File: src/rtl/oled_spi_sink_pkg.sv
// Shared types for the OLED SPI receive sink.
//   OLED_BYTE_W      : width of one SPI byte
//   oled_spi_entry_t : one FIFO entry, the received byte plus its command tag
//   oled_spi_state_e : receive FSM states
package oled_spi_pkg;

    localparam int OLED_BYTE_W = 8;

    typedef struct packed {
        logic                   first;
        logic [OLED_BYTE_W-1:0] data;
    } oled_spi_entry_t;

    typedef enum logic {
        IDLE,
        SHIFT
    } oled_spi_state_e;

endpackage

File: src/rtl/oled_spi_sink_if.sv
// Byte stream handshake between the OLED SPI sink and its consumer.
//   out_data  : received byte
//   out_first : byte was the first in its chip-select window (command byte)
//   out_valid : a byte is presented
//   out_ready : consumer accepts the presented byte
// The sink uses the master modport and the consumer uses the slave modport.
interface oled_spi_sink_if;
    import oled_spi_pkg::*;

    logic [OLED_BYTE_W-1:0] out_data;
    logic                   out_first;
    logic                   out_valid;
    logic                   out_ready;

    modport master (
        output out_data,
        output out_first,
        output out_valid,
        input  out_ready
    );

    modport slave (
        input  out_data,
        input  out_first,
        input  out_valid,
        output out_ready
    );

endinterface

File: src/rtl/oled_spi_sink_fifo.sv
// Small synchronous FIFO of received SPI entries.
//   clk, rst  : system clock, asynchronous active-high reset
//   flush     : synchronous clear of all entries
//   push      : write push_data; accepted when not full or when popping in the same cycle
//   pop       : remove the head entry; ignored when empty
//   pop_data  : head entry, or the last popped entry while empty
//   full      : all entries in use
//   empty     : no entry stored
module oled_spi_fifo
    import oled_spi_pkg::*;
#(
    parameter int DEPTH = 4
) (
    input  logic            clk,
    input  logic            rst,
    input  logic            flush,
    input  logic            push,
    input  oled_spi_entry_t push_data,
    input  logic            pop,
    output oled_spi_entry_t pop_data,
    output logic            full,
    output logic            empty
);

    localparam int AW = $clog2(DEPTH);
    localparam logic [AW:0] PTR_ONE = 1;

    oled_spi_entry_t mem [DEPTH];
    oled_spi_entry_t last_q;
    logic [AW:0]     wr_ptr;
    logic [AW:0]     rd_ptr;
    logic            do_push;
    logic            do_pop;

    // Pointers carry one extra wrap bit so full and empty can be told apart.
    assign empty   = (wr_ptr == rd_ptr);
    assign full    = (wr_ptr[AW] != rd_ptr[AW]) && (wr_ptr[AW-1:0] == rd_ptr[AW-1:0]);
    assign do_pop  = pop && !empty;
    assign do_push = push && (!full || do_pop);

    // When empty the output holds the last entry handed to the consumer.
    assign pop_data = empty ? last_q : mem[rd_ptr[AW-1:0]];

    always_ff @(posedge clk or posedge rst) begin
        if (rst) begin
            wr_ptr <= '0;
            rd_ptr <= '0;
            last_q <= '0;
        end else if (flush) begin
            wr_ptr <= '0;
            rd_ptr <= '0;
        end else begin
            if (do_push) begin
                wr_ptr <= wr_ptr + PTR_ONE;
            end
            if (do_pop) begin
                rd_ptr <= rd_ptr + PTR_ONE;
                last_q <= mem[rd_ptr[AW-1:0]];
            end
        end
    end

    // Storage needs no reset; nothing reads a slot before it is written.
    always_ff @(posedge clk) begin
        if (do_push && !flush) begin
            mem[wr_ptr[AW-1:0]] <= push_data;
        end
    end

endmodule

File: src/rtl/oled_spi_sink.sv
// SPI mode-0 receive sink standing in for an OLED panel. Oversamples the SPI
// pins in the clk domain, assembles MSB-first bytes, tags the first byte of
// each chip-select window as a command and queues bytes in a small FIFO.
//   clk, rst   : system clock, asynchronous active-high reset
//   spi_clk    : SPI clock, asynchronous to clk
//   spi_mosi   : SPI data
//   spi_ncs    : chip select, active low
//   lcd_nrst   : panel reset, active low; clears shifter, FIFO and flags
//   out_if     : byte stream (data, first, valid, ready)
//   byte_count : bytes completed since reset, wrapping
//   active     : synchronized chip select is asserted
//   frame_err  : sticky, chip select released mid-byte
//   overflow   : sticky, byte completed while the FIFO was full
//   clr_err    : pulse clearing both sticky flags
module oled_spi_sink
    import oled_spi_pkg::*;
#(
    parameter int FIFO_DEPTH  = 4,
    parameter int SYNC_STAGES = 2
) (
    input  logic                   clk,
    input  logic                   rst,
    input  logic                   spi_clk,
    input  logic                   spi_mosi,
    input  logic                   spi_ncs,
    input  logic                   lcd_nrst,
    oled_spi_sink_if.master        out_if,
    output logic [15:0]            byte_count,
    output logic                   active,
    output logic                   frame_err,
    output logic                   overflow,
    input  logic                   clr_err
);

    logic [SYNC_STAGES-1:0] sclk_sync_q;
    logic [SYNC_STAGES-1:0] mosi_sync_q;
    logic [SYNC_STAGES-1:0] ncs_sync_q;
    logic                   sclk_prev_q;
    logic                   sclk_s;
    logic                   mosi_s;
    logic                   ncs_s;
    logic                   sclk_rise;

    oled_spi_state_e        state_q;
    oled_spi_state_e        state_d;

    logic [OLED_BYTE_W-1:0] shreg_q;
    logic [3:0]             bit_cnt_q;
    logic                   first_pending_q;
    logic                   byte_done;
    logic                   frame_event;
    logic                   overflow_event;

    oled_spi_entry_t        push_entry;
    oled_spi_entry_t        head_entry;
    logic                   fifo_full;
    logic                   fifo_empty;
    logic                   fifo_pop;

    // Synchronizer chains plus one extra flop on spi_clk for edge detection.
    // Chip select idles high so its chain resets to ones.
    always_ff @(posedge clk or posedge rst) begin
        if (rst) begin
            sclk_sync_q <= '0;
            mosi_sync_q <= '0;
            ncs_sync_q  <= '1;
            sclk_prev_q <= 1'b0;
        end else begin
            sclk_sync_q <= {sclk_sync_q[SYNC_STAGES-2:0], spi_clk};
            mosi_sync_q <= {mosi_sync_q[SYNC_STAGES-2:0], spi_mosi};
            ncs_sync_q  <= {ncs_sync_q[SYNC_STAGES-2:0], spi_ncs};
            sclk_prev_q <= sclk_s;
        end
    end

    assign sclk_s    = sclk_sync_q[SYNC_STAGES-1];
    assign mosi_s    = mosi_sync_q[SYNC_STAGES-1];
    assign ncs_s     = ncs_sync_q[SYNC_STAGES-1];
    assign sclk_rise = sclk_s && !sclk_prev_q;

    // FSM state register.
    always_ff @(posedge clk or posedge rst) begin
        if (rst) begin
            state_q <= IDLE;
        end else begin
            state_q <= state_d;
        end
    end

    // FSM next state; a held panel reset parks the receiver in IDLE.
    always_comb begin
        state_d = state_q;
        if (!lcd_nrst) begin
            state_d = IDLE;
        end else begin
            case (state_q)
                IDLE:    if (!ncs_s) state_d = SHIFT;
                SHIFT:   if (ncs_s)  state_d = IDLE;
                default: state_d = IDLE;
            endcase
        end
    end

    // FSM outputs.
    always_comb begin
        active = (state_q == SHIFT);
    end

    // A full byte sits in the shifter for one cycle (bit_cnt == 8) before it
    // is pushed, which gives the fixed SYNC_STAGES+2 pin-to-valid latency.
    assign byte_done      = lcd_nrst && (state_q == SHIFT) && (bit_cnt_q == 4'd8);
    assign frame_event    = lcd_nrst && (state_q == SHIFT) && ncs_s &&
                            (bit_cnt_q != 4'd0) && (bit_cnt_q != 4'd8);
    assign fifo_pop       = !fifo_empty && out_if.out_ready;
    assign overflow_event = byte_done && fifo_full && !fifo_pop;
    assign push_entry     = {first_pending_q, shreg_q};

    // Shifter and bit counter; IDLE re-arms the command tag for the next window.
    always_ff @(posedge clk or posedge rst) begin
        if (rst) begin
            shreg_q         <= '0;
            bit_cnt_q       <= '0;
            first_pending_q <= 1'b0;
        end else if (!lcd_nrst) begin
            shreg_q         <= '0;
            bit_cnt_q       <= '0;
            first_pending_q <= 1'b0;
        end else if (state_q == IDLE) begin
            bit_cnt_q       <= '0;
            first_pending_q <= 1'b1;
        end else begin
            if (sclk_rise) begin
                shreg_q   <= {shreg_q[OLED_BYTE_W-2:0], mosi_s};
                bit_cnt_q <= byte_done ? 4'd1 : bit_cnt_q + 4'd1;
            end else if (byte_done) begin
                bit_cnt_q <= '0;
            end
            if (byte_done) begin
                first_pending_q <= 1'b0;
            end
        end
    end

    // Byte counter survives panel reset and counts bytes dropped on overflow.
    always_ff @(posedge clk or posedge rst) begin
        if (rst) begin
            byte_count <= '0;
        end else if (byte_done) begin
            byte_count <= byte_count + 16'd1;
        end
    end

    // Sticky error flags; a new error outranks a simultaneous clear.
    always_ff @(posedge clk or posedge rst) begin
        if (rst) begin
            frame_err <= 1'b0;
            overflow  <= 1'b0;
        end else if (!lcd_nrst) begin
            frame_err <= 1'b0;
            overflow  <= 1'b0;
        end else begin
            if (frame_event) begin
                frame_err <= 1'b1;
            end else if (clr_err) begin
                frame_err <= 1'b0;
            end
            if (overflow_event) begin
                overflow <= 1'b1;
            end else if (clr_err) begin
                overflow <= 1'b0;
            end
        end
    end

    oled_spi_fifo #(
        .DEPTH (FIFO_DEPTH)
    ) u_fifo (
        .clk       (clk),
        .rst       (rst),
        .flush     (!lcd_nrst),
        .push      (byte_done),
        .push_data (push_entry),
        .pop       (fifo_pop),
        .pop_data  (head_entry),
        .full      (fifo_full),
        .empty     (fifo_empty)
    );

    assign out_if.out_data  = head_entry.data;
    assign out_if.out_first = head_entry.first;
    assign out_if.out_valid = !fifo_empty;

endmodule

File: src/flat_wrapper.sv
// flat-port wrapper written by rule: the top's interface ports become plain ports
module oled_spi_sink_flat import oled_spi_pkg::*;
#(
    parameter int FIFO_DEPTH  = 4,
    parameter int SYNC_STAGES = 2
)
  (clk, rst, spi_clk, spi_mosi, spi_ncs, lcd_nrst, byte_count, active, frame_err, overflow, clr_err, out_if_out_data, out_if_out_first, out_if_out_valid, out_if_out_ready);
  oled_spi_sink_if out_if_i ();
  input  logic clk;
  input  logic rst;
  input  logic spi_clk;
  input  logic spi_mosi;
  input  logic spi_ncs;
  input  logic lcd_nrst;
  output logic [15:0] byte_count;
  output logic active;
  output logic frame_err;
  output logic overflow;
  input  logic clr_err;
  output wire logic [$bits(out_if_i.out_data)-1:0] out_if_out_data;
  output wire logic [$bits(out_if_i.out_first)-1:0] out_if_out_first;
  output wire logic [$bits(out_if_i.out_valid)-1:0] out_if_out_valid;
  input wire logic [$bits(out_if_i.out_ready)-1:0] out_if_out_ready;
  assign out_if_out_data = out_if_i.out_data;
  assign out_if_out_first = out_if_i.out_first;
  assign out_if_out_valid = out_if_i.out_valid;
  assign out_if_i.out_ready = out_if_out_ready;
  oled_spi_sink #(.FIFO_DEPTH(FIFO_DEPTH), .SYNC_STAGES(SYNC_STAGES)) u_core (.clk(clk), .rst(rst), .spi_clk(spi_clk), .spi_mosi(spi_mosi), .spi_ncs(spi_ncs), .lcd_nrst(lcd_nrst), .out_if(out_if_i), .byte_count(byte_count), .active(active), .frame_err(frame_err), .overflow(overflow), .clr_err(clr_err));
endmodule
File: config.mk
export PLATFORM = sky130hd
export DESIGN_NAME = oled_spi_sink_flat
export DESIGN_NICKNAME = d
export VERILOG_FILES = /design/src/rtl/oled_spi_sink_pkg.sv /design/src/rtl/oled_spi_sink_if.sv /design/src/rtl/oled_spi_sink_fifo.sv /design/src/rtl/oled_spi_sink.sv /design/src/flat_wrapper.sv
export SDC_FILE = /design/constraint.sdc
export NUM_CORES = 1
export LEC_CHECK = 0
export ABC_AREA = 1
export CORE_ASPECT_RATIO = 1.75
export CORE_UTILIZATION = 64
export CTS_BUF_LIST = sky130_fd_sc_hd__clkbuf_4 sky130_fd_sc_hd__clkbuf_8
export DETAILED_ROUTE_END_ITERATION = 10
export PLACE_DENSITY = 0.9
export SYNTH_ARGS = -nofsm -noshare
export SYNTH_HDL_FRONTEND = slang
export SYNTH_SLANG_ARGS = --single-unit
File: constraint.sdc
create_clock -name clk -period 3.8 [get_ports clk]
set_clock_uncertainty 0.15 [all_clocks]
set_input_delay 0.38 -clock clk [delete_from_list [all_inputs] [get_ports clk]]
set_output_delay 0.38 -clock clk [all_outputs]
set_load 0.005 [all_outputs]
Yosys cells after proc, flatten, opt, wreduce, memory -nomap -nowiden
Memories as Yosys holds them, arrays and structs flattened.
Cells that the tools add are included.
- $add $sub $neg: 4
- multiply operators: 0
- divide/modulo/power cells: 0
- order comparisons: 0
- equal/unequal tests: 13
- shift operators: 0
- multiplexer cells: 25
- bitwise logic cells: 0
- reductions and logical operators: 21
- operator list (cell ; number):
    8-bit 2-to-1 mux ; 3
    4-bit 2-to-1 mux ; 5
    16-bit by 1-bit adder with 16-bit output, second input constant ; 1
    1-bit logical AND ; 13
    1-bit 2-to-1 mux ; 12
    3-bit 2-to-1 mux ; 4
    9-bit 2-to-1 mux ; 1
    2-bit by 1-bit inequality test with 1-bit output, second input constant ; 4
    3-bit by 1-bit adder with 3-bit output, second input constant ; 2
    3-bit by 1-bit inequality test with 1-bit output, second input constant ; 2
    4-bit by 1-bit adder with 4-bit output, second input constant ; 1
    4-bit == test, second input constant ; 1
    1-bit logical NOT ; 4
    4-bit by 3-bit inequality test with 1-bit output, second input constant ; 1
    4-bit inequality test, second input constant ; 1
    2-bit AND reduction ; 2
    4-bit nonzero test ; 1
    3-bit == test ; 1
    3-bit inequality test, second input constant ; 1
    2-bit == test ; 1
    1-bit logical OR ; 1
    1-bit inequality test ; 1
- register bits: 54
- latch bits: 0
- RAM bits: 36
- memory bits (read-only): 0
- input bits: 8
- output and inout port bits: 29
- logic and storage cells: 79
- memories: 1
- memory list (name ; words ; width ; read ports ; clocked after Yosys merged registers in ; write ports ; line ; text):
    u_core.u_fifo.mem ; 4 ; 9 ; 1 ; 0 ; 1 ; oled_spi_sink_fifo.sv:28 ; oled_spi_entry_t mem [DEPTH];

Longest topological paths before layout
Gate-level depths: netlist (run 1).
- depth in word-level cells: 9
- gate-level depth with buffers: 9
- gate-level depth less buffers: 9

Modules after synthesis
A second synthesis (run 1) with hierarchy kept.
- cell total of the unflattened synthesis: 409
- area total of the unflattened synthesis: 4140.2 µm²
- by module, submodules not included (module ; instances ; cells each ; area each (µm²) ; sequential area each (µm²)):
    oled_spi_fifo ; 1 ; 228 ; 2371.0 ; 1456.4
    oled_spi_sink ; 1 ; 181 ; 1769.2 ; 978.4

Worst setup path after synthesis (run 1)
No wires, ideal clock.
- path type: flip-flop to flip-flop
- from: register u_core.bit_cnt_q[0]
- to: memory u_core.u_fifo.mem[0][0] in the netlist's numbering (enable)
- library setup time: 0.374 ns
- arrival time: 1.555 ns
- required time: 3.276 ns
- slack: 1.721 ns
- stages on the path, launching flop included: 8
- path buffers: 1
- period minus slack after synthesis: 2.079 ns
- cell sequence: dfrtp_1 > inv_1 > ha_1 > nand3_2 > nor2_2 > buf_4 > nand2_2 > nor2_1
- longest elaborated chain between the ends: 6
- ends and longest elaborated chain (element ; line ; text):
    start, declared ; oled_spi_sink.sv:48 ; logic [3:0] bit_cnt_q;
    start signal, assigned ; oled_spi_sink.sv:134 ; bit_cnt_q <= byte_done ? 4'd1 : bit_cnt_q + 4'd1;
    4-bit == test ; oled_spi_sink.sv:111 ; assign byte_done = lcd_nrst && (state_q == SHIFT) && (bit_cnt_q == 4'd8);
    1-bit logical AND ; oled_spi_sink.sv:111 ;
    1-bit logical AND ; oled_spi_sink_fifo.sv:39 ; assign do_push = push && (!full || do_pop);
    1-bit logical AND ; oled_spi_sink_fifo.sv:65 ; if (do_push && !flush) begin
    1-bit 2-to-1 mux ; oled_spi_sink_fifo.sv:65 ;
    1-bit 2-to-1 mux (implied by the code) ; oled_spi_sink_fifo.sv:66 ; mem[wr_ptr[AW-1:0]] <= push_data;
    end, declared ; oled_spi_sink_fifo.sv:28 ;
No other way between the ends.

Worst setup path after layout (run 1)
- from: register u_core.u_fifo.rd_ptr[0]
- to: output port out_if_out_data[6]
- longest elaborated chain between the ends: 2
- elaborated cells between the ends (all ways): 3
- classes of those cells: 1 x eq/ne; 1 x mux; 1 x memory
- ends and longest elaborated chain (element ; line ; text):
    start, declared ; oled_spi_sink_fifo.sv:31 ; logic [AW:0] rd_ptr;
    start signal, assigned ; oled_spi_sink_fifo.sv:57 ; rd_ptr <= rd_ptr + PTR_ONE;
    memory read 4 x 9 bit / 3-bit == test (equally long branches) ; n/a ;
    9-bit 2-to-1 mux * ; oled_spi_sink_fifo.sv:42 ; assign pop_data = empty ? last_q : mem[rd_ptr[AW-1:0]];
    end, declared ; flat_wrapper.sv:20 ; output wire logic [$bits(out_if_i.out_data)-1:0] out_if_out_data;
Mark *: on every way between the ends. The rest lies on a longest branch, timed or not.

==> results of run 1 <==
## worst max-delay path: stages, from the launching register on
cell and delay, ns:
dfrtp_1 0.80, inv_2 0.28, nand2_1 0.12, nand2_1 0.10, nor2_4 0.14, nand2_4 0.17
inv_2 0.18, nand2_1 0.07, nand2_1 0.06, clkdlybuf4s50_1 0.49
## path summary, 6_finish.rpt
kind | to | slack (ns) | cells after the start
worst max-delay path | out_if_out_data[6] | 0.48 | 9
worst min-delay path | u_core.sclk_sync_q[1]$_DFF_PP0_ | 0.21 | 0
worst max register to register | u_core.u_fifo.mem[0][2]$_DFFE_PP_ | 1.11 | 7
worst min register to register | u_core.sclk_sync_q[1]$_DFF_PP0_ | 0.21 | 0
max in group asynchronous | u_core.byte_count[0]$_DFFE_PP0P_ | 2.37 | 2
min in group asynchronous | u_core.byte_count[10]$_DFFE_PP0P_ | 0.45 | 2
## cells in the final DEF, fill, tap and decap left out, drive strengths merged
| cell | instances |
|---|---|
| xnor2 | 5 |
| clkbuf | 10 |
| edfxtp | 36 |
| nor3 | 2 |
| inv | 41 |
| xor2 | 7 |
| o21ai | 29 |
| bufinv | 1 |
| clkdlybuf4s50 | 36 |
| dfstp | 2 |
| a21oi | 2 |
| clkinv | 3 |
| o22ai | 6 |
| dfrtp | 52 |
| nand2 | 162 |
| nand3b | 1 |
| nand3 | 19 |
| nand4 | 18 |
| nor2 | 36 |
| buf | 3 |
| ha | 8 |
## sequential cells by signal, summed over array words and instances (netlist names)
name,count
u_core.ncs_sync_q,2
u_core.u_fifo.last_q,9
u_core.overflow,1
u_core.mosi_sync_q,2
u_core.u_fifo.mem,36
u_core.sclk_sync_q,2
u_core.first_pending_q,1
u_core.u_fifo.wr_ptr,3
u_core.active,1
u_core.bit_cnt_q,4
u_core.u_fifo.rd_ptr,3
u_core.frame_err,1
u_core.byte_count,16
u_core.shreg_q,8
u_core.sclk_prev_q,1
## through the flow
stage	power, uW	util [%]
6_report	1700	75.4
3_3_place_gp	1070	72.2
2_1_floorplan	1050	-
3_5_place_dp	1070	72.2
4_1_cts	1700	75.4
5_1_grt	1740	75.4
## per-layer routing
metal  track usage [%]  part of all wire (%)
met4              14.5                   2.4
met1              25.0                    36
met3              7.31                   4.2
met5                 0                     0
met2              52.7                    57
## logic make-up after synthesis
family / count (synthesis) / synth area share [%]
AOI/OAI and AO/OA: 37 / 4.73
buffers and inverters: 52 / 5.81
DFF: 90 / 59.8
adders and majority gates: 8 / 2.46
and+or+nand+nor: 238 / 24.6
xor gates and xnor gates: 12 / 2.58
## power groups by stage
stage	Sequential, uW	Clock (uW)	Combinational [uW]
2_1_floorplan	1030	0	20.1
3_3_place_gp	1030	0	34.0
3_5_place_dp	1040	0	35.6
4_1_cts	1010	653	35.7
5_1_grt	1020	690	39.2
6_report	1010	650	34.6
## final cells by class
type	instances	share of cell area [%]
Clock buffer	10	2.82
Clock inverter	6	1.37
Inverter	39	3.14
Multi-Input combinational cell	295	30.1
Sequential cell	90	52.2
Tap cell	80	2.15
Timing Repair Buffer	39	8.21
==> impl_metrics.tcl, run 1 <==
set metrics [dict create \
    worstMarginPinSlew_ns 1.10 \
    drt-initial-drc-count 246 \
    cts_root_buf "clkbuf_8" \
    status "completed" \
    seq_power_share_pct 59.7 \
    seq_area_mm2 0.00243 \
    die_w_um 62.3 \
    synth.area.top_cells "dfrtp_1 (32%), edfxtp_1 (27%), nand2_1 (15%)" \
    num-fill-cells 421 \
    coreArea_mm2 0.00618 \
    grt_pass1_vias 3097 \
    synthArstFlopShare_pct 60.0 \
    area_growth_pct 14.4 \
    p_sw_uw 365 \
    port_buffers 36 \
    layout.nets 490 \
    drtAntennaViolNets 0 \
    cp-start-kind "flip-flop" \
    crit_start "u_core.u_fifo.rd_ptr[0]$_DFFE_PP0P_" \
    setup_viol 0 \
    synth_nets 453 \
    die_h_um 108 \
    hp-class "reg -> reg" \
    grt_util_all_layers_pct 27.2 \
    drc 0 \
    dpl_cell_area_mm2 0.00447 \
    synth_commonest_cells "nand2_1 (159), dfrtp_1 (52), edfxtp_1 (36)" \
    globalRoute.totalOverflow 0 \
    drv_cap 0 \
    clock_sink_count 90 \
    syn-cell-area_mm2 0.00407 \
    switching_share_pct 21.5 \
    vdd_ir_drop_max_v 0.000341 \
    ys.warnings.count 0 \
    synth_most_common_cell "nand2_1" \
    slew_viol_final 0 \
    worst-path-max-fanout 25 \
    wirelength_mm 8.01 \
    critPathKind "reg -> out" \
    fin_tns_setup_ns 0 \
    ctsResizeCount 0 \
    dp_cells 543 \
    fin_crit_sh_pct 87.3 \
    fin_crit_ns 3.32 \
    clk_pin_slew_worst_paths_ns 0.08 \
    fin_cells 559 \
    synth_top_area_share_pct 32.0 \
    yosys.area.top_type "dfrtp_1" \
    crit_required_ns 3.27 \
    p_per_area_mw_per_mm2 365 \
    avgViaCountPerCell 5.41 \
    hpwl_mm 5.87 \
    syn_area_per_cell_um2 9.32 \
    initial_core_util_pct 65.9 \
    globalplace.congestion 0.824 \
    layout-drive-gt1-share_pct 6.68 \
    ys_seq_area_share_pct 59.8 \
    multi_input_area_mm2 0.00140 \
    ios 37 \
    drt_first_pass_iters 5 \
    setup_slack_ns 0.482 \
    final_area_mm2 0.00466 \
    grt_max_degree 55 \
    hold_buffers 0 \
    hold_violations 0 \
    worstPathArrival_ns 2.79 \
    postCtsSetupRepairBufs 0 \
    ys_ff_latch 90 \
    clockBufferDepth 2 \
    wire_per_inst_um 14.3 \
    pre_cts_ws_ns 0.888 \
    ys_types 27 \
    grt_pass1_wl_mm 13.5 \
    max-slew-margin-rel_pct 26.9 \
    synth_edf_count 36 \
    ctsHtreeMaxLevel 3 \
    p_comb_share_pct 2.0 \
    reg2reg_from "u_core.u_fifo.rd_ptr[0]$_DFFE_PP0P_" \
    ys.flop_type "dfrtp_1" \
    dieArea_mm2 0.00670 \
    max_freq_ghz 0.301 \
    share_clk_of_total_power_pct 38.3 \
    row_count 38 \
    cts_buffers 9 \
    internal-power_uw 1330 \
    syn-instance-count 437 \
    vias 3023 \
    fin_hold_ws_ns 0.206 \
    clk-insertion-delay-late_ns 0.37 \
    cts_tree "built" \
    end_kind "output port" \
    p_leak_uw 0.00209 \
    diodes 0 \
    antenna_found_initial 0 \
    rsz0062_at_grt "false" \
    holdCritStartpoint "u_core.sclk_sync_q[0]$_DFF_PP0_" \
]
(Power assumes the default switching activity.)
==> inputs of run 2 (changes only) <==
--- a/config.mk
+++ b/config.mk
@@ -13,4 +13,5 @@
 export PLACE_DENSITY = 0.9
 export SYNTH_ARGS = -nofsm -noshare
 export SYNTH_HDL_FRONTEND = slang
+export SYNTH_HIERARCHICAL = 1
 export SYNTH_SLANG_ARGS = --single-unit
==> run 2 against run 1 <==
Effect of this change:
- maximum frequency increased by 14%
- critical path depth increased by 3
- clock power increased by 11%
- register-to-register slack got worse by 0.23 ns
- worst setup slack improved by 0.40 ns
- final cell count decreased by 3.6%
- combinational power increased by 15%
- non-clock buffer count increased by 7
- hold slack improved by 0.0083 ns
- sequential share of layout area decreased by 1.5 points
- synthesized cell count decreased by 6.4%
- routed wire length increased by 9.6%
- critical path type is now reg -> reg
==> impl_metrics.tcl, run 2 <==
set metrics [dict create \
    clock_sink_count 90 \
    ctsResizeCount 0 \
    dieArea_mm2 0.00681 \
    globalRoute.totalOverflow 0 \
    switching_share_pct 20.2 \
    min_to "u_core/mosi_sync_q[1]$_DFF_PP0_" \
    clockBufferDepth 2 \
    hold_depth 0 \
    avgViaCountPerCell 5.68 \
    synth_simple_gate_area_share_pct 22.7 \
    cts_tree "built" \
    drv_cap 0 \
    ys_types 32 \
    synthAdderAreaFrac_pct 2.42 \
    p_per_area_mw_per_mm2 370 \
    clk-insertion-delay-late_ns 0.36 \
    fin_crit_sh_pct 76.9 \
    drtAntennaViolNets 0 \
    area_growth_pct 16.0 \
    drt_first_pass_iters 5 \
    grt_pass1_wl_mm 14.2 \
    final_cell_mix "nand2_1 (108), dfrtp_1 (52), nor2_1 (37)" \
    ios 37 \
    p_comb_share_pct 2.2 \
    setup_viol 0 \
    clk_pin_slew_worst_paths_ns 0.09 \
    p_leak_uw 0.00216 \
    ctsHtreeMaxLevel 3 \
    p_sw_uw 358 \
    drt-initial-drc-count 215 \
    globalplace.congestion 0.933 \
    worstPathArrival_ns 2.77 \
    synth_top_family_by_area "simple AND/OR/NAND/NOR gates" \
    final_common_cell "nand2_1" \
    initial_core_util_pct 66.5 \
    drc 0 \
    die_h_um 108 \
    wirelength_mm 8.78 \
    vdd_ir_drop_max_v 0.000402 \
    end_kind "flip-flop" \
    layout.nets 470 \
    worstReg2RegEnd "u_core/u_fifo/mem[3][4]$_DFFE_PP_" \
    holdCritStartpoint "u_core/mosi_sync_q[0]$_DFF_PP0_" \
    critPathKind "reg -> reg" \
    cts_buffers 9 \
    grt_util_all_layers_pct 28.6 \
    share_clk_of_total_power_pct 40.5 \
    synth_nets 425 \
    synthArstFlopShare_pct 60.0 \
    status "completed" \
    wire_per_inst_um 16.3 \
    synth_edf_count 36 \
    port_buffers 36 \
    r2r_setup_slack_ns 0.88 \
    max-slew-margin-rel_pct 53.3 \
    rsz0062_at_grt "false" \
    layout-drive-gt1-share_pct 12.0 \
    crit_required_ns 3.65 \
    ys.flop_type "dfrtp_1" \
    ys.warnings.count 6 \
    hp-class "reg -> reg" \
    cp-start-kind "flip-flop" \
    worst-r2r-cell-count 12 \
    postCtsSetupRepairBufs 0 \
    syn_area_per_cell_um2 10.1 \
    seq_power_share_pct 57.2 \
    synth_xor_area_share_pct 3.57 \
    diodes 0 \
    synth_most_common_cell "nand2_1" \
    synth_commonest_cells "nand2_1 (108), dfrtp_1 (52), nor2_1 (37)" \
    die_w_um 62.8 \
    ys_seq_area_share_pct 58.8 \
    hold_violations 0 \
    synth-compound-area-share_pct 6.47 \
    antenna_found_initial 0 \
    internal-power_uw 1420 \
    syn-instance-count 409 \
    slew_viol_final 0 \
    coreArea_mm2 0.00623 \
    grt_pass1_vias 3088 \
    hold_buffers 0 \
    hpwl_mm 6.05 \
    grt_max_degree 40 \
    fin_crit_ns 2.92 \
    worstMarginPinSlew_ns 0.698 \
    row_count 38 \
    pre_cts_ws_ns 1.01 \
    synth.area.top_cells "dfrtp_1 (31%), edfxtp_1 (26%), nand2_1 (9.8%)" \
    reg2reg_from "u_core/u_fifo/wr_ptr[0]$_DFFE_PP0P_" \
    cts_root_buf "clkbuf_8" \
    fin_tns_setup_ns 0 \
    yosys.area.top_type "dfrtp_1" \
    largest_register_ffs 36 \
    synthMuxAreaShare_pct 0 \
    vias 3064 \
    syn-cell-area_mm2 0.00414 \
    synth_top_area_share_pct 31.4 \
    setup_slack_ns 0.877 \
    max_freq_ghz 0.342 \
    ys_ff_latch 90 \
    worst-path-max-fanout 24 \
]
[run 2: area by class of cell]
class	count	area [um2]
fill	386	1430
inverter	41	155
timing repair buffer	46	435
clock inverter	4	76.3
multi-input combinational	266	1450
sequential	90	2430
tap	80	100
clock buffer	12	146
[run 2: worst max-delay path, cell delays in order (launching register included)]
cell      delay [ns]
dfrtp_1         0.44
inv_2           0.08
nand2_1         0.07
nand2_1         0.13
nand3_4         0.27
clkinv_2        0.20
inv_1           0.11
nand2_1         0.07
inv_1           0.10
inv_1           0.07
nand4_2         0.14
nand3_1         0.15
nor2_1          0.57
[run 2: cells by family after synthesis]
family,after synthesis
compound gates,45
xor+xnor,16
fa+ha+maj,8
buf+inv,53
flops,90
simple gates,197
[run 2: per-layer routing]
layer,global-route usage [%],vias to the layer above,wire length [um]
li1,-,1433,-
met4,23.3,0,531
met1,29.2,1450,3080
met2,49.8,140,4720
met3,6.12,41,442
met5,0,-,0
[run 2: stage by stage]
stage                     hold WS, ns  utilization [%]  total power [uW]  cells  area (um2)
after detailed placement        0.193             73.5              1080    523        4580
after global placement          0.183             73.5              1080    523        4580
after CTS                       0.212             77.1              1790    539        4800
after global routing            0.219             77.1              1820    539        4800
after floorplan                 0.131                -              1060    409        4140
final                           0.215             77.1              1780    539        4800
[run 2: power groups by stage]
| stage | clock (uW) | combinational [uW] | sequential, uW |
|---|---|---|---|
| 2_1_floorplan | 0 | 21.1 | 1040 |
| 3_3_place_gp | 0 | 38.5 | 1040 |
| 3_5_place_dp | 0 | 39.8 | 1040 |
| 4_1_cts | 731 | 40.4 | 1020 |
| 5_1_grt | 758 | 44.4 | 1020 |
| 6_report | 721 | 39.8 | 1020 |
[run 2: worst max path at each step]
stage	from	to	slack [ns]	cells after the start
6_report	u_core/u_fifo/wr_ptr[0]$_DFFE_PP0P_	u_core/u_fifo/mem[3][4]$_DFFE_PP_	0.88	12
5_1_grt	u_core/u_fifo/wr_ptr[0]$_DFFE_PP0P_	u_core/u_fifo/mem[3][2]$_DFFE_PP_	0.64	12
4_1_cts	u_core/u_fifo/wr_ptr[0]$_DFFE_PP0P_	u_core/u_fifo/mem[3][2]$_DFFE_PP_	0.92	12
3_5_place_dp	u_core/u_fifo/wr_ptr[0]$_DFFE_PP0P_	u_core/u_fifo/mem[3][2]$_DFFE_PP_	1.01	12
3_3_place_gp	u_core/u_fifo/wr_ptr[0]$_DFFE_PP0P_	u_core/u_fifo/mem[3][2]$_DFFE_PP_	1.14	12
2_1_floorplan	u_core/u_fifo/wr_ptr[0]$_DFFE_PP0P_	u_core/u_fifo/mem[0][0]$_DFFE_PP_	1.33	12
